==> src/rtl/led_seq_pkg.sv <==
// Shared types and constants for the LED pattern sequencer.
package led_seq_pkg;

    typedef enum logic [1:0] {
        MODE_COUNT   = 2'd0,
        MODE_SCAN    = 2'd1,
        MODE_BREATHE = 2'd2,
        MODE_HOLD    = 2'd3
    } mode_t;

    typedef enum logic {
        DIR_UP   = 1'b0,
        DIR_DOWN = 1'b1
    } dir_t;

    localparam logic [2:0] SCAN_LAST = 3'd7;
    localparam logic [7:0] DUTY_MAX  = 8'd255;

    // One-hot LED image for a scan position.
    function automatic logic [7:0] scan_onehot(input logic [2:0] pos);
        return 8'd1 << pos;
    endfunction

endpackage

==> src/rtl/led_tick_gen.sv <==
// Prescaler: free-running modulo-TICK_DIV counter producing a one-cycle
// pattern tick. The count freezes while paused and restarts on clear.
module led_tick_gen #(
    parameter int TICK_DIV = 8388608
) (
    input  logic ipClk,
    input  logic ipnReset,
    input  logic ipPause,
    input  logic ipClear,
    output logic opTick
);

    localparam int W = $clog2(TICK_DIV);
    localparam logic [W-1:0] PCNT_LAST = W'(TICK_DIV - 1);

    logic [W-1:0] r_pcnt;
    logic         w_last;

    assign w_last = (r_pcnt == PCNT_LAST);
    // Tick is combinational so the pattern logic sees it in the same cycle
    // the counter sits on its last value.
    assign opTick = w_last && !ipPause;

    // Prescaler count: clear wins over pause, pause holds the phase.
    always_ff @(posedge ipClk or negedge ipnReset) begin
        if (!ipnReset) begin
            r_pcnt <= '0;
        end else if (ipClear) begin
            r_pcnt <= '0;
        end else if (!ipPause) begin
            r_pcnt <= w_last ? '0 : r_pcnt + 1'b1;
        end
    end

endmodule

==> src/rtl/led_sequencer.sv <==
// 8-LED display controller: COUNT / SCAN / BREATHE / HOLD patterns advanced
// by a prescaler tick. A mode change restarts the prescaler and the target
// pattern, and swallows any tick landing on the same edge.
module led_sequencer
    import led_seq_pkg::*;
#(
    parameter int TICK_DIV = 8388608
) (
    input  logic       ipClk,
    input  logic       ipnReset,
    input  logic [1:0] ipMode,
    input  logic       ipPause,
    output logic [7:0] opLED
);

    mode_t      r_mode,        w_mode_nxt;
    logic [7:0] r_cnt,         w_cnt_nxt;
    logic [2:0] r_pos,         w_pos_nxt;
    dir_t       r_scan_dir,    w_scan_dir_nxt;
    logic [7:0] r_duty,        w_duty_nxt;
    dir_t       r_breathe_dir, w_breathe_dir_nxt;
    logic [7:0] r_pwm;
    logic [7:0] r_led,         w_led_nxt;

    logic       w_mode_chg;
    logic       w_tick_raw;
    logic       w_tick;

    assign w_mode_chg = (ipMode != r_mode);
    assign w_tick     = w_tick_raw && !w_mode_chg;
    assign opLED      = r_led;

    led_tick_gen #(
        .TICK_DIV (TICK_DIV)
    ) u_tick_gen (
        .ipClk    (ipClk),
        .ipnReset (ipnReset),
        .ipPause  (ipPause),
        .ipClear  (w_mode_chg),
        .opTick   (w_tick_raw)
    );

    // Next pattern state and LED image; a mode change overrides any tick.
    always_comb begin
        w_mode_nxt        = r_mode;
        w_cnt_nxt         = r_cnt;
        w_pos_nxt         = r_pos;
        w_scan_dir_nxt    = r_scan_dir;
        w_duty_nxt        = r_duty;
        w_breathe_dir_nxt = r_breathe_dir;
        w_led_nxt         = r_led;

        if (w_mode_chg) begin
            w_mode_nxt = mode_t'(ipMode);
            case (mode_t'(ipMode))
                MODE_COUNT: begin
                    w_cnt_nxt = 8'd0;
                    w_led_nxt = 8'd0;
                end
                MODE_SCAN: begin
                    w_pos_nxt      = 3'd0;
                    w_scan_dir_nxt = DIR_UP;
                    w_led_nxt      = scan_onehot(3'd0);
                end
                MODE_BREATHE: begin
                    w_duty_nxt        = 8'd0;
                    w_breathe_dir_nxt = DIR_UP;
                    w_led_nxt         = 8'd0;
                end
                MODE_HOLD: begin
                    w_led_nxt = r_led;
                end
            endcase
        end else begin
            case (r_mode)
                MODE_COUNT: begin
                    if (w_tick) begin
                        w_cnt_nxt = r_cnt + 8'd1;
                    end
                    w_led_nxt = w_cnt_nxt;
                end
                MODE_SCAN: begin
                    if (w_tick) begin
                        if (r_scan_dir == DIR_UP) begin
                            if (r_pos == SCAN_LAST) begin
                                w_pos_nxt      = SCAN_LAST - 3'd1;
                                w_scan_dir_nxt = DIR_DOWN;
                            end else begin
                                w_pos_nxt = r_pos + 3'd1;
                            end
                        end else begin
                            if (r_pos == 3'd0) begin
                                w_pos_nxt      = 3'd1;
                                w_scan_dir_nxt = DIR_UP;
                            end else begin
                                w_pos_nxt = r_pos - 3'd1;
                            end
                        end
                    end
                    w_led_nxt = scan_onehot(w_pos_nxt);
                end
                MODE_BREATHE: begin
                    if (w_tick) begin
                        if (r_breathe_dir == DIR_UP) begin
                            if (r_duty == DUTY_MAX) begin
                                w_duty_nxt        = DUTY_MAX - 8'd1;
                                w_breathe_dir_nxt = DIR_DOWN;
                            end else begin
                                w_duty_nxt = r_duty + 8'd1;
                            end
                        end else begin
                            if (r_duty == 8'd0) begin
                                w_duty_nxt        = 8'd1;
                                w_breathe_dir_nxt = DIR_UP;
                            end else begin
                                w_duty_nxt = r_duty - 8'd1;
                            end
                        end
                    end
                    // Compare uses the registered pwm/duty directly, so the
                    // LED lags the compare inputs by exactly one edge.
                    w_led_nxt = {8{r_pwm < r_duty}};
                end
                MODE_HOLD: begin
                    w_led_nxt = r_led;
                end
            endcase
        end
    end

    // Pattern state, LED output and the free-running PWM phase.
    always_ff @(posedge ipClk or negedge ipnReset) begin
        if (!ipnReset) begin
            r_mode        <= MODE_COUNT;
            r_cnt         <= 8'd0;
            r_pos         <= 3'd0;
            r_scan_dir    <= DIR_UP;
            r_duty        <= 8'd0;
            r_breathe_dir <= DIR_UP;
            r_pwm         <= 8'd0;
            r_led         <= 8'd0;
        end else begin
            r_mode        <= w_mode_nxt;
            r_cnt         <= w_cnt_nxt;
            r_pos         <= w_pos_nxt;
            r_scan_dir    <= w_scan_dir_nxt;
            r_duty        <= w_duty_nxt;
            r_breathe_dir <= w_breathe_dir_nxt;
            r_pwm         <= r_pwm + 8'd1;
            r_led         <= w_led_nxt;
        end
    end

endmodule

==> config.mk <==
export PLATFORM = sky130hd
export DESIGN_NAME = led_sequencer
export DESIGN_NICKNAME = d
export VERILOG_FILES = /design/src/rtl/led_seq_pkg.sv /design/src/rtl/led_tick_gen.sv /design/src/rtl/led_sequencer.sv
export SDC_FILE = /design/constraint.sdc
export NUM_CORES = 1
export LEC_CHECK = 0
export BUFFER_PORTS_ARGS = -buffer_cell sky130_fd_sc_hd__buf_2
export CAP_MARGIN = 25
export CORE_MARGIN = 2
export CORE_UTILIZATION = 57
export CTS_BUF_LIST = sky130_fd_sc_hd__clkbuf_16
export CTS_CLUSTER_SIZE = 24
export DETAILED_ROUTE_END_ITERATION = 6
export PLACE_DENSITY = 0.83
export SLEW_MARGIN = 10
export SYNTH_ARGS = -nofsm -noshare
export SYNTH_HDL_FRONTEND = slang
export SYNTH_SLANG_ARGS = --single-unit
==> constraint.sdc <==
create_clock -name ipClk -period 2.37 [get_ports ipClk]
set_input_delay 0.474 -clock ipClk [delete_from_list [all_inputs] [get_ports ipClk]]
set_output_delay 0.474 -clock ipClk [all_outputs]
set_load 0.005 [all_outputs]
# Word-level counts from Yosys, hierarchy flattened

Cells that the tools add are included.

Logic and storage cells: 92
Output and inout bits: 8
Register bits after elaboration: 62
Input port bits: 5

Reductions and logical operators: 18
Order comparisons: 1
Eq/ne operators: 16
Add/sub/neg operators: 7
Multiplexer cells: 40
Shift-type cells: 1

Operators with widths:

| operator                                               | number |
|---|---|
| two-way mux 8 bit                                      | 12 |
| two-way mux 23 bit                                     | 3 |
| two-way mux 3 bit                                      | 9 |
| adder 8 x 1 -> 8 bit (second input constant)           | 3 |
| one-hot mux 8 bit (3 select lines)                     | 1 |
| adder 23 x 1 -> 23 bit (second input constant)         | 1 |
| == test 23 bit (second input constant)                 | 1 |
| one-hot mux 8 bit (2 select lines)                     | 1 |
| two-way mux 1 bit                                      | 14 |
| == test 2 bit (second input constant)                  | 4 |
| == test 8 bit (second input constant)                  | 1 |
| logical NOT 8 bit                                      | 1 |
| < comparator 8 bit                                     | 1 |
| inequality test 2 x 1 -> 1 bit (second input constant) | 4 |
| nonzero test 2 bit                                     | 4 |
| left shift 1 x 3 -> 8 bit (first input constant)       | 1 |
| subtractor 8 x 1 -> 8 bit (second input constant)      | 1 |
| AND reduction 2 bit                                    | 3 |
| AND reduction 3 bit                                    | 2 |
| == test 2 x 1 -> 1 bit (second input constant)         | 2 |
| logical NOT 2 bit                                      | 2 |
| inequality test 2 bit (second input constant)          | 2 |
| adder 3 x 1 -> 3 bit (second input constant)           | 1 |
| == test 3 bit (second input constant)                  | 1 |
| 6 further kinds                                        | 8 |

# Depth between registers and ports, before layout

Gate-level depths: netlist of run 1.

Word-level depth: 9
Gate-level depth with buffers: 10
Mapped depth without buffers: 10

# Hierarchy

A second synthesis of run 1 with hierarchy kept.

Cells, all modules: 468
Area, all modules: 4135.2 sq um

Modules (own cells, without submodules):

| module        | area an instance (sq um) | sequential area each (sq um) | cells each | instances |
|---|---|---|---|---|
| led_sequencer | 2829.0                   | 975.9                        | 323        | 1 |
| led_tick_gen  | 1306.3                   | 575.6                        | 145        | 1 |

# Worst setup path after synthesis of run 1

No wires, ideal clock.

Path kind: input -> register
Start point: input port ipMode[0]
End point: register r_led[3] (netlist: opLED[3])
Data arrival time: 2.399 ns
Buffers on the path: 1
Slack: -0.151 ns
Cell stages on the path: 7
Library setup time: 0.122 ns
Required time: 2.248 ns
Cells stage by stage: buf_2 xnor2_1 nand2_4 nor4_4 mux2_2 a41o_2 a32o_1

Longest elaborated chain between the ends: 9

RTL lines:

| what                               | line                 | text |
|---|---|---|
| start, declared                    | led_sequencer.sv:11  | `input logic [1:0] ipMode,` |
| inequality test 2 bit              | led_sequencer.sv:29  | `assign w_mode_chg = (ipMode != r_mode);` |
| logical NOT 1 bit                  | led_sequencer.sv:30  | `assign w_tick = w_tick_raw && !w_mode_chg;` |
| logical AND 1 bit                  | led_sequencer.sv:30  |  |
| two-way mux 3 bit                  | led_sequencer.sv:83  | `if (w_tick) begin` |
| two-way mux 3 bit                  | led_sequencer.sv:75  | `case (r_mode)` |
| two-way mux 3 bit                  | led_sequencer.sv:53  | `if (w_mode_chg) begin` |
| left shift 1 x 3 -> 8 bit          | led_seq_pkg.sv:21    | `return 8'd1 << pos;` |
| one-hot mux 8 bit (3 select lines) | led_sequencer.sv:75  |  |
| two-way mux 8 bit                  | led_sequencer.sv:53  |  |
| end signal, assigned               | led_sequencer.sv:150 | `r_led <= w_led_nxt;` |
| end, declared                      | led_sequencer.sv:23  | `logic [7:0] r_led, w_led_nxt;` |

Several ways; a longest one is shown, not always the timed one. The select of a mux whose other input is x is not followed.
A chain may end at the register's enable or synchronous reset.

# Worst setup path after layout of run 1

Start point: register u_tick_gen.r_pcnt[1]
End point: register r_led[6] (netlist: opLED[6])

Longest elaborated chain between the ends: 9

RTL lines:

| what                                   | line                | text |
|---|---|---|
| start, declared                        | led_tick_gen.sv:16  | `logic [W-1:0] r_pcnt;` |
| start signal, assigned                 | led_tick_gen.sv:31  | `r_pcnt <= w_last ? '0 : r_pcnt + 1'b1;` |
| == test 23 bit (*)                     | led_tick_gen.sv:19  | `assign w_last = (r_pcnt == PCNT_LAST);` |
| logical AND 1 bit (*)                  | led_tick_gen.sv:22  | `assign opTick = w_last && !ipPause;` |
| logical AND 1 bit (*)                  | led_sequencer.sv:30 |  |
| two-way mux 3 bit                      | led_sequencer.sv:83 |  |
| two-way mux 3 bit                      | led_sequencer.sv:75 |  |
| two-way mux 3 bit                      | led_sequencer.sv:53 |  |
| left shift 1 x 3 -> 8 bit              | led_seq_pkg.sv:21   |  |
| one-hot mux 8 bit (3 select lines) (*) | led_sequencer.sv:75 |  |
| two-way mux 8 bit (*)                  | led_sequencer.sv:53 |  |

Every way passes the cells marked *; elsewhere a longest branch is shown, timed or not. The select of a mux whose other input is x is not followed.

==> results by stage, run 1 <==
Floorplan:
- The die covers 0.00785 mm2.
- After floorplanning, the core was divided into 30 placement rows.
- For this configuration, the core starts out at a cell density of 59.4%.
- The total core area is 0.00687 mm2.
- The floorplan step set the die width to 88.6 um.
- In this run the vertical extent of the chip is 88.6 um.
- For this design the top-level I/O count stands at 13.

Synth:
- For this run, the register share of the synthesized area comes to 38.0%.
- The post-synthesis async set-or-reset flop share is 100%.
- The synthesized design contains 0 enable-type register cells.
- Yosys attributes the largest share of cell area to dfrtp_1 38%, ha_1 5.8%, o21ai_0 5.5%.
- Among all flip-flop cells after synthesis, the most frequent one is dfrtp_1.
- Yosys mapped the design onto 66 distinct sky130hd cell types.
- The mapped cell area is 0.00408 mm2.
- In this run the biggest area consumer among cell types represents 38.0% of the synthesized area.
- Each instance of the synthesized netlist takes up on average 8.85 um2.
- Yosys printed 0 warnings.
- In this run, synthesis produced a sequential element count of 62.
- The biggest area consumer among synthesized cells is dfrtp_1.
- Counting every net in the synthesized netlist gives 485.
- After technology mapping, the gate count stands at 461.

Finish:
- Leaving out fill and tap cells, the most frequent cell in the layout is dfrtp_1.
- The summed area of non-filler cells in the final layout is 0.00472 mm2.
- The layout overhead on the synthesized area is 15.6%.
- The diode insertion count for antenna repair is 0.
- The post-route netlist has 17.9% of its cells at a drive strength greater than 1.
- Once layout is complete, the cells apart from fillers number 592.
- The layout net count is 515.
- In the layout the commonest cells are 60 x dfrtp_1, 43 x o21ai_0, 39 x nor2_1, 36 x nand3_1, 35 x nand2_1.

Timing:
- The highest attainable clock frequency is 0.432 GHz.
- The total negative setup slack is 0 ns.
- Setup violations remaining at the end of the flow were counted as 0.
- At the pin with the least slew margin, the transition time is 0.689 ns.
- The number of slew-limit violations in the final report is 0.
- The post-layout minimum cycle time is 2.32 ns.
- Dividing the final minimum period by the clock period gives 97.7%.
- The worst pin sits at a relative slew slack of 54.1%.
- The count of final hold-check violations is 0.
- The clock skew after layout is 0.00707 ns.
- The least setup slack across all paths after layout is 0.0545 ns.
- Setup repair after global routing could not meet its margin everywhere.

Clock network:
- TritonCTS built the clock tree.
- In this run, post-CTS hold repair placed 0 buffers.
- Counting every sink on the clock net gives 62.
- The clock root buffer is clkbuf_16.
- The clock input transition at the sequential cells of the worst setup and hold paths is 0.06 ns.
- The clock passes through at most 2 buffers.
- The clock tree synthesis step divided the H-tree into 3 levels.
- The number of buffers added by the clock tree synthesis step is 9.
- The clock latency of the later-clocked register in the worst-skew pair is 0.34 ns.

Placement:
- The number of cells in the design after placement is 573.
- The sum of net half-perimeters after detailed placement is 7430 um.
- Summing all placed instances gives a cell area of 0.00436 mm2.
- Routability-driven placement finished with a final weighted congestion of 0.957.
- The worst slack after detailed placement is 0.0510 ns.
- The number of port buffers is 12.

Pwr:
- The worst-case IR drop observed on VDD is 0.000448 V.
- For this design the static power due to leakage is 2.06 nW.
- Combinational logic is responsible for 11.1% of the overall power.
- The sequential group share of total power is 39.8%.
- Summed over all nets, the switching power comes to 745 uW.
- The areal power density over the cells is 585 mW/mm2.
- Internal power comes to 2.01 mW.
- The net switching fraction of the power is 27.0%.
- The part of the total power dissipated in the clock network is 49.1%.
- The design draws 2.76 mW.

Route:
- Once detail routing completed, the nets flagged for antenna violations numbered 0.
- In the final routing, the length of wire on met1 measures 4460 um.
- The detailed route wirelength on metal2 is 5260 um.
- The final routed wirelength across all metal layers is 10800 um.
- Dividing the detail-routed wire length by the instance count gives 18.2 um.
- The via count of the routed design is 3729.
- The number of remaining DRC errors is 0.
- The number of detailed-routing iterations run before antenna repair is 5.
- Wire segments on met3 add up to 723 um in the final route.
- The routed via count divided by cell count is 6.30.
- The number of DRC markers after the initial detailed-route iteration is 278.
- The uppermost layer routed is met4.

Critical path:
- Measured in cells, the most critical reg-to-reg path has a length of 7.
- The worst register-to-register path begins at u_tick_gen.r_pcnt[1]$_DFFE_PN0P_.
- For the worst setup path, the data required time is 2.60 ns.
- The signal on the critical path passes through ha_4 > and4_4 > nand4_1 > o41ai_2 > o31ai_2 > o21a_1 > a32o_1.
- The destination of the worst register-to-register timing path is opLED[6]$_DFFE_PN0P_.
- The data arrival at the endpoint of the critical path is 2.54 ns.
- The worst setup path is captured at a flop.
- STA classifies the critical path startpoint as a flop.
- Together, buffers and inverters on the worst path number 0.
- The worst setup path category is flop to flop.
- In this run the number of cells on the critical path is 7.
- The critical path starts at u_tick_gen.r_pcnt[1]$_DFFE_PN0P_.
- The longest individual stage delay on the worst path is 0.45 ns.
- The destination of the critical timing path is opLED[6]$_DFFE_PN0P_.
- The family with the most delay on the worst path is compound AO/OA/AOI/OAI gates.
- The reg2reg setup slack is 0.05 ns.
- The library cell contributing the largest single delay on the critical path is dfrtp_1.
- In this run the worst path has a maximum fanout of 5.

Global route:
- The number of antenna violations at the first check in global routing is 0.
- Summed over all layers, the global routing overflow is 0.
- The total global routing track utilization is 29.4%.
- Entering global routing, the biggest net connects 36 pins.
- The number of global-route vias before repair is 3607.
- The wire length of the first global-routing pass is 17700 um.

Outcome:
- The run finished with clean final reports.

Run:
- The max capacitance violation total is 0.

Hold path:
- The min-delay analysis places its worst path in the category input pin to async pin.
-- layer usage --
metal / up-vias / global-route usage (%)
met3: 41 / 7.93
met5: - / 0
li1: 1748 / -
met1: 1786 / 37.7
met4: 0 / 10.9
met2: 154 / 47.9
-- timing repair --
action	CTS	global route
setup endpoints to repair	1	9
buffers inserted	0	3
pin swaps	0	4
gates resized for setup	1	8
-- worst min path at each step --
stage                    startpoint               endpoint  slack, ns  cells after the start
2_1_floorplan              ipnReset   opLED[0]$_DFFE_PN0P_       0.18                      0
6_report                   ipnReset  r_duty[3]$_DFFE_PN0P_       0.18                      1
3_5_place_dp   opLED[2]$_DFFE_PN0P_   opLED[2]$_DFFE_PN0P_       0.46                      2
4_1_cts                    ipnReset   opLED[6]$_DFFE_PN0P_       0.21                      1
5_1_grt                    ipnReset     r_pwm[7]$_DFF_PN0_       0.23                      1
3_3_place_gp   opLED[5]$_DFFE_PN0P_   opLED[5]$_DFFE_PN0P_       0.46                      2
-- power by group through the flow --
stage	registers, mW	logic [mW]	clock network (mW)
6_report	1.10	0.305	1.36
5_1_grt	1.10	0.338	1.42
4_1_cts	1.10	0.290	1.37
3_5_place_dp	1.11	0.286	0
3_3_place_gp	1.11	0.277	0
2_1_floorplan	1.11	0.194	0
-- registers in the layout (all words and copies together) (netlist names) --
signal / flops
u_tick_gen.r_pcnt: 23
opLED: 8
r_cnt: 8
r_duty: 8
r_pwm: 8
r_pos: 3
r_mode: 2
r_breathe_dir: 1
r_scan_dir: 1
-- cells in the mapped netlist, types with 2 or more instances --
cell / instances
a21o_1: 6
a21oi_1: 26
a221oi_1: 2
a31o_2: 2
a31oi_1: 10
a32o_1: 3
a41o_1: 2
and2_1: 7
and3_1: 8
and3_2: 2
and4_1: 6
and4_2: 2
buf_2: 3
buf_6: 3
clkbuf_1: 12
dfrtp_1: 62
ha_1: 19
inv_1: 22
mux2i_1: 3
nand2_1: 35
nand2b_1: 2
nand3_1: 36
nand3b_1: 2
nand4_1: 6
nor2_1: 39
nor2b_1: 4
nor3_1: 7
nor3b_1: 3
nor4_1: 3
nor4_2: 2
o2111ai_1: 2
o211ai_1: 4
o21a_1: 2
o21ai_0: 45
o311ai_0: 2
o31ai_1: 6
o41ai_1: 2
o41ai_2: 2
or2_2: 2
or3_1: 5
or4_4: 2
xnor2_1: 18
xor2_1: 7
-- logic make-up after synthesis --
group           count (synthesis)  share of synthesized area (%)
mux                             4                           1.01
xor+xnor                       25                           5.36
fa+ha+maj                      19                           5.82
simple gates                  183                           24.6
flops                          62                           38.0
compound gates                125                           20.0
buf+inv                        43                           5.12
-- stage by stage --
stage          hold slack, ns  utilization (%)
5_1_grt                 0.232             68.7
3_5_place_dp            0.464             63.4
3_3_place_gp            0.461             63.4
4_1_cts                 0.206             67.9
6_report                0.183             68.7
2_1_floorplan           0.178                -
-- area by class of cell --
| type | count | area, um2 |
|---|---|---|
| clock inverter | 7 | 80.1 |
| timing repair buffer | 40 | 283 |
| multi-input combinational | 356 | 2370 |
| sequential | 62 | 1550 |
| clock buffer | 9 | 225 |
| tap | 96 | 120 |
| inverter | 22 | 82.6 |
| fill | 531 | 2150 |
-- worst reg2reg max path: cells and delay by family (launching register included) --
kind / cells / cell delay, ns
AO/OA/AOI/OAI: 4 / 1.00
adder cells (fa/ha/maj): 1 / 0.20
flip-flops: 1 / 0.45
AND/OR/NAND/NOR: 2 / 0.55
Power figures use the tool's default switching activity.
==> run 2, diff against run 1 <==
==> constraint.sdc (replaced) <==
create_clock -name ipClk -period 1.98 [get_ports ipClk]
set_input_delay 0.396 -clock ipClk [delete_from_list [all_inputs] [get_ports ipClk]]
set_output_delay 0.396 -clock ipClk [all_outputs]
set_load 0.005 [all_outputs]
==> run 2 against run 1 <==
  * The run now ends with DRC, setup timing left
  * Utilization grew 20 points
  * Sequential share of layout area shrank 7.5 points
  * Global-route usage grew 8.4 points
  * First-iteration DRC count grew to 3.2 times the previous value
  * Sequential power grew 20%
  * Final cell count grew 22%
  * Worst setup slack lost 0.69 ns
  * Count of clock-buffer cells in the layout is the same
  * Clock skew grew 0.0019 ns
  * Hold slack lost 0.16 ns
  * Total power grew 35%
  * Largest power group unchanged
  * Clock power grew 31%
==> results by stage, run 2 (synthesized netlist as in run 1, its figures left out) <==
Outcome:
- The flow ran to the end, but the final reports show violations.
- The final reports fail on DRC, setup timing.

Placement:
- The sum of net half-perimeters after detailed placement is 8510 um (+15%).
- The number of port buffers was 12 (unchanged).
- The number of cells in the design after placement is 667 (+16%).
- The final weighted congestion in routability-driven placement is 0.972 (+1.5%).
- The worst slack after detailed placement came to -0.220 ns (-0.271 ns).

Pwr:
- The largest voltage drop on the vdd net is 0.000439 V (-2.2%).
- The leakage power came to 2.82 nW (+37%).
- The areal power density over the cells is 611 mW/mm2 (+4.6%).
- The total power consumption of the routed design is 3.73 mW (+35%).

Finish:
- u_tick_gen.r_pcnt holds more flip-flops than any other register.
- Compared with the post-synthesis result, the final layout area differs by 49.4%.
- The count of fill cells added during filler insertion is 266 (-50%).
- Leaving out fill and tap cells, the most frequent cell in the layout is buf_4.
- The count of placed standard cells in the final layout, fillers left out is 722 (+22%).
- The fraction of layout cells with a size suffix above 1 came to 42.9% (+25 points).
- The flip-flop count of the largest register after layout is 23 (unchanged).
- The layout net count is 644 (+25%).
- The top cell types in the final layout, fill and taps aside, are 144 x buf_4, 62 x dfrtp_1, 37 x nor2_1, 33 x nand2_1, 31 x nand3_1.

Floorplan:
- The total die area was 0.00785 mm2 (unchanged).
- The die extent in x was 88.6 um (unchanged).
- The number of I/O pins is 13 (unchanged).
- The number of cell rows is 30 (unchanged).
- The total core area is 0.00687 mm2 (unchanged).
- The height of the die came to 88.6 um (unchanged).
- The initial core utilization is 59.4% (unchanged).

Critical path:
- The maximum fanout along the worst path is 4 (-1).
- The data arrival at the endpoint of the critical path was 2.86 ns (+0.32 ns).
- The startpoint kind of the worst setup timing path is a flop.
- The worst setup path category is flop to flop.
- The kind of end point of the critical path is a flop.
- The data required time at the worst endpoint was 2.22 ns (-0.38 ns).

Timing:
- The final setup violation count is 49 (+49).
- Setup repair after global routing could not meet its margin everywhere.
- The highest attainable clock frequency is 0.382 GHz (-11%).
- The final-layout worst hold slack is 0.0224 ns (-0.161 ns).
- The post-layout minimum cycle time was 2.62 ns (+0.301 ns).
- The share of the cycle needed by the critical path after routing was 132% (+34 points).
- The clock skew after layout is 0.00897 ns (+0.00190 ns).
- The number of slew-limit violations in the final report is 0 (unchanged).
- The count of final hold-check violations is 0 (unchanged).
- The headroom to the max-slew limit is 58.0% (+3.9 points).
- The least setup slack across all paths after layout is -0.636 ns (-0.691 ns).
- The transition at the pin with the smallest max-transition slack is 0.628 ns (-0.0614 ns).
- The total negative setup slack came to -11.56 ns (-11.56 ns).

Global route:
- The number of global-route vias before repair is 4561 (+26%).
- The maximum number of pins on one net before global-route repair is 36 (unchanged).
- The total global routing track utilization was 37.8% (+8.4 points).
- The number of antenna violations at the first check in global routing is 1 (+1).
- The wire length of the first global-routing pass was 22400 um (+26%).
- The total grt overflow is 0 (unchanged).

Run:
- The max capacitance violation total is 0 (unchanged).

Route:
- The final routed wirelength across all metal layers came to 20300 um (+88%).
- The count of antenna-violating nets left after detailed routing is 0 (unchanged).
- The routed via count divided by cell count was 7.39 (+17%).
- The average wire per standard cell is 28.1 um (+54%).
- The via count of the routed design is 5337 (+43%).
- The number of remaining DRC errors was 65 (+65).
- The number of DRC markers after the initial detailed-route iteration is 900 (+220%).
- The number of detailed-routing iterations run before antenna repair is 7 (+2).

Clock network:
- The TritonCTS clock tree is done.
- The clock input transition at the sequential cells of the worst setup and hold paths is 0.06 ns (about the same).
- The clock net sink count was 62 (unchanged).
- The cell sitting at the root of the clock tree is a clkbuf_16.
- The number of H-tree levels was 3 (unchanged).
- The deepest clock path buffer count came to 2 (unchanged).
- The number of buffers added by the clock tree synthesis step came to 9 (unchanged).
- The clock latency of the later-clocked register in the worst-skew pair is 0.35 ns (about the same).

Hold path:
- In this run the worst hold path is classified as input pin to async pin.
run 2: final cells by class:
class | instances | area (um2) | area share, %
Clock buffer | 9 | 225 | 3.69
Antenna cell | 1 | 2.50 | 0.0410
Clock inverter | 7 | 97.6 | 1.60
Multi-Input combinational cell | 356 | 2720 | 44.5
Timing Repair Buffer | 169 | 1310 | 21.4
Inverter | 22 | 82.6 | 1.35
Sequential cell | 62 | 1550 | 25.4
Tap cell | 96 | 120 | 1.97
run 2: path summary, 6_finish.rpt:
kind | startpoint | end | slack [ns] | depth (start not counted)
max in group asynchronous | ipnReset | opLED[2]$_DFFE_PN0P_ | 1.57 | 2
setup / recovery | r_pos[1]$_DFFE_PN0P_ | opLED[4]$_DFFE_PN0P_ | -0.64 | 9
hold / removal | ipnReset | r_duty[2]$_DFFE_PN0P_ | 0.02 | 2
min in group ipClk | ipMode[1] | r_mode[1]$_DFFE_PN0N_ | 0.41 | 2
hold reg to reg | opLED[1]$_DFFE_PN0P_ | opLED[1]$_DFFE_PN0P_ | 0.50 | 1
setup reg to reg | r_pos[1]$_DFFE_PN0P_ | opLED[4]$_DFFE_PN0P_ | -0.64 | 9
run 2: through the flow:
step	util (%)	area, um2
6_report	88.8	6100
2_1_floorplan	-	4130
3_3_place_gp	74.0	5080
5_1_grt	88.8	6100
3_5_place_dp	74.0	5080
4_1_cts	82.1	5640
run 2: report_power, final:
group | total (mW) | switching (mW) | internal [mW]
registers | 1.32 | 0.0295 | 1.29
logic | 0.631 | 0.387 | 0.245
clock network | 1.78 | 0.673 | 1.11
total | 3.73 | 1.09 | 2.64
run 2: timing repair:
item                                    CTS  global route
endpoints found under the setup margin   29            42
hold buffers                              0             0
buffers inserted                         12            26
resized for setup                        41            72
pin swaps                                15            28
run 2: worst max-delay path, stage by stage, from the launching register on:
cell	delay (ns)
dfrtp_1	0.41
inv_2	0.06
ha_2	0.19
buf_4	0.14
ha_1	0.23
nand2_2	0.16
nand2_1	0.27
o31ai_4	0.52
o21ai_0	0.19
o31ai_2	0.32
run 2: layer usage:
| metal | routed length [um] | vias up | GRT usage [%] |
|---|---|---|---|
| met3 | 2950 | 288 | 9.42 |
| li1 | - | 2012 | - |
| met1 | 6370 | 2431 | 44.8 |
| met4 | 2450 | 4 | 22.0 |
| met5 | 60 | - | 0 |
| met2 | 8490 | 602 | 62.2 |
==> run 3, diff against run 2 <==
--- a/config.mk
+++ b/config.mk
@@ -5,6 +5,7 @@
 export SDC_FILE = /design/constraint.sdc
 export NUM_CORES = 1
 export LEC_CHECK = 0
+export ABC_AREA = 0
 export BUFFER_PORTS_ARGS = -buffer_cell sky130_fd_sc_hd__buf_2
 export CAP_MARGIN = 25
 export CORE_MARGIN = 2
@@ -13,7 +14,8 @@
 export CTS_CLUSTER_SIZE = 24
 export DETAILED_ROUTE_END_ITERATION = 6
 export PLACE_DENSITY = 0.83
-export SLEW_MARGIN = 10
+export SETUP_SLACK_MARGIN = 0.05
+export SLEW_MARGIN = 20
 export SYNTH_ARGS = -nofsm -noshare
 export SYNTH_HDL_FRONTEND = slang
 export SYNTH_SLANG_ARGS = --single-unit
==> run 3 against run 2 <==
  * The run still ends with DRC, setup timing left
  * Critical path depth increased by 1
  * Non-clock buffer count is 9 lower
  * Hold slack improved by 0.021 ns
  * Sequential power barely moved
  * Register-to-register slack better by 0.22 ns
  * First-iteration DRC count down 0.56%
  * Combinational power rose by 4.3%
  * Critical path type unchanged
  * Largest power group unchanged
  * Highest routed layer is now met4
==> results by stage, run 3 (synthesized netlist as in run 1, its figures left out) <==
Outcome:
- The run finished, with violations left.
- The checks that failed: DRC, setup timing.

Finish:
- The fraction of layout cells with a size suffix above 1 is 44.2% (+1.3 points).
- The area growth from synthesis to layout is 52.0%.
- The diode insertion count for antenna repair is 0 (-1).
- The leading cell type in the layout, fill and taps excluded is buf_4.
- The count of fill cells added during filler insertion was 260 (-2.3%).
- The flip-flop count of the largest register after layout is 23 (unchanged).
- u_tick_gen.r_pcnt holds more flip-flops than any other register.
- In the layout the commonest cells are 119 x buf_4, 62 x dfrtp_1, 32 x nand3_1, 31 x nand2_1, 26 x nor2_1.
- The layout net count is 635 (-1.4%).
- The count of placed standard cells in the final layout, fillers left out came to 712 (-1.4%).

Timing:
- Setup repair after global routing could not meet its margin everywhere.
- The headroom to the max-slew limit came to 55.2% (-2.8 points).
- The highest attainable clock frequency was 0.418 GHz (+9.3%).
- The total negative setup slack is -10.60 ns (+0.959 ns).
- The final setup violation count came to 48 (-2.0%).
- The clock skew after layout is 0.00968 ns (+0.000711 ns).
- The transition at the pin with the smallest max-transition slack is 0.663 ns (+0.0351 ns).
- The share of the cycle needed by the critical path after routing is 121% (-11 points).
- The least setup slack across all paths after layout came to -0.413 ns (+0.223 ns).
- The count of final hold-check violations is 0 (unchanged).
- The number of slew-limit violations in the final report is 0 (unchanged).
- The post-layout minimum cycle time was 2.39 ns (-0.223 ns).

Floorplan:
- The initial core utilization is 59.4% (unchanged).
- The height of the die came to 88.6 um (unchanged).
- The number of I/O pins is 13 (unchanged).
- The die extent in x is 88.6 um (unchanged).
- The total die area is 0.00785 mm2 (unchanged).
- The total core area was 0.00687 mm2 (unchanged).
- The number of cell rows is 30 (unchanged).

Placement:
- The number of cells in the design after placement came to 659 (-1.2%).
- The number of port buffers is 12 (unchanged).
- The final weighted congestion in routability-driven placement is 0.985 (+1.4%).
- The sum of net half-perimeters after detailed placement is 8630 um (+1.4%).

Global route:
- The wire length of the first global-routing pass came to 21900 um (-2.4%).
- The number of global-route vias before repair is 4382 (-3.9%).
- The maximum number of pins on one net before global-route repair was 63 (+75%).
- The number of antenna violations at the first check in global routing is 0 (-1).
- The total grt overflow came to 0 (unchanged).
- The total global routing track utilization is 36.7% (-1.1 points).

Critical path:
- In this run the critical register-to-register path is launched from u_tick_gen.r_pcnt[0]$_DFFE_PN0P_.
- The data arrival at the endpoint of the critical path was 2.65 ns (-0.21 ns).
- The longest individual stage delay on the worst path is 0.41 ns (-0.11 ns).
- The library cell contributing the largest single delay on the critical path is dfrtp_1.
- By instance count, the cell type seen most on the critical path is buf_6.
- The maximum fanout along the worst path is 6 (+2).
- The sum of buffers and inverters on the critical path is 3 (+1).
- Walking the worst path, the cells encountered are ha_2 > and4_4 > nand4_1 > buf_4 > buf_6 > o21ai_4 > and3b_2 > buf_6 > a31oi_2 > a31oi_1.
- The data required time at the worst endpoint is 2.24 ns (+0.02 ns).
- The family with the most delay on the worst path is simple AND/OR/NAND/NOR gates.
- The worst setup path is captured at a flop.
- The worst setup path is launched from a flop.
- The most critical setup path has its startpoint at u_tick_gen.r_pcnt[0]$_DFFE_PN0P_.
- The worst setup path category is flop to flop.

Run:
- The max capacitance violation total is 0 (unchanged).

Clock network:
- The clock root buffer is clkbuf_16.
- The number of H-tree levels came to 3 (unchanged).
- The deepest clock path buffer count is 2 (unchanged).
- The clock input transition at the sequential cells of the worst setup and hold paths is 0.06 ns (about the same).
- The number of buffers added by the clock tree synthesis step is 9 (unchanged).
- The clock latency of the later-clocked register in the worst-skew pair is 0.35 ns (about the same).
- TritonCTS built the clock tree.
- The clock net sink count is 62 (unchanged).

Pwr:
- The largest voltage drop on the vdd net is 0.000741 V (+69%).
- The leakage power came to 2.82 nW (about the same).
- The areal power density over the cells is 597 mW/mm2 (-2.3%).

Route:
- The number of DRC markers after the initial detailed-route iteration came to 895 (-0.56%).
- The count of antenna-violating nets left after detailed routing is 0 (unchanged).
- The number of remaining DRC errors is 17 (-74%).
- The via count of the routed design came to 5226 (-2.1%).
- The average wire per standard cell is 26.9 um (-4.3%).
- The final routed wirelength across all metal layers is 19200 um (-5.6%).
- The routed via count divided by cell count is 7.34 (-0.70%).
- The number of detailed-routing iterations run before antenna repair came to 7 (unchanged).

Hold path:
- In this run the worst hold path is classified as input pin to async pin.
## run 3: worst register-to-register path, stage by stage (launching register included)
cell and delay, ns:
dfrtp_1 0.41, ha_2 0.21, and4_4 0.27, nand4_1 0.20, buf_4 0.21, buf_6 0.13, o21ai_4 0.16, and3b_2 0.29
buf_6 0.16, a31oi_2 0.09, a31oi_1 0.18
## run 3: stage by stage
step                      hold slack (ns)  total power [mW]  utilization (%)  setup slack (ns)  instance area, um2
after global placement              0.431              1.72             73.2            -0.153                5020
final                              0.0433              3.71             90.3            -0.413                6200
after floorplan                     0.100              1.57                -            -0.396                4130
after detailed placement            0.436              1.73             73.2            -0.230                5020
after CTS                          0.0816              3.41             79.5            -0.188                5460
after global routing               0.0861              3.77             90.3            -0.546                6200
## run 3: final timing paths
check,to,slack [ns],depth (start not counted)
max in group asynchronous,u_tick_gen.r_pcnt[20]$_DFFE_PN0P_,1.62,2
setup / recovery,r_duty[7]$_DFFE_PN0P_,-0.41,10
setup reg to reg,r_duty[7]$_DFFE_PN0P_,-0.41,10
hold / removal,r_duty[3]$_DFFE_PN0P_,0.04,2
min in group ipClk,r_mode[1]$_DFFE_PN0N_,0.42,2
hold reg to reg,r_pwm[7]$_DFF_PN0_,0.51,1
## run 3: area by class of cell
class,count,area (um2),share of cell area [%]
multi-input cells,356,2810,45.3
flip-flops and latches,62,1550,25.0
repair buffers,160,1340,21.5
well taps,96,120,1.94
clock buffers,9,225,3.63
inverters,22,82.6,1.33
clock inverters,7,81.3,1.31
## run 3: what timing repair did
item	CTS	global route
buffers inserted	8	30
hold buffers	0	0
resized for setup	31	128
gates cloned	0	1
pin swaps	19	46
endpoints found under the setup margin	31	46
endpoints found under the hold margin	0	0
## run 3: routing by layer
metal	GRT usage [%]	wire (um)
met3	7.28	2570
met5	0	0
met4	20.5	1900
met2	59.0	8530
met1	46.2	6180
## run 3: report_power, final
| part | switching, mW | total (mW) | internal [mW] |
|---|---|---|---|
| logic | 0.393 | 0.658 | 0.265 |
| registers | 0.0321 | 1.32 | 1.29 |
| clock network | 0.641 | 1.73 | 1.09 |
| total | 1.07 | 3.71 | 2.64 |
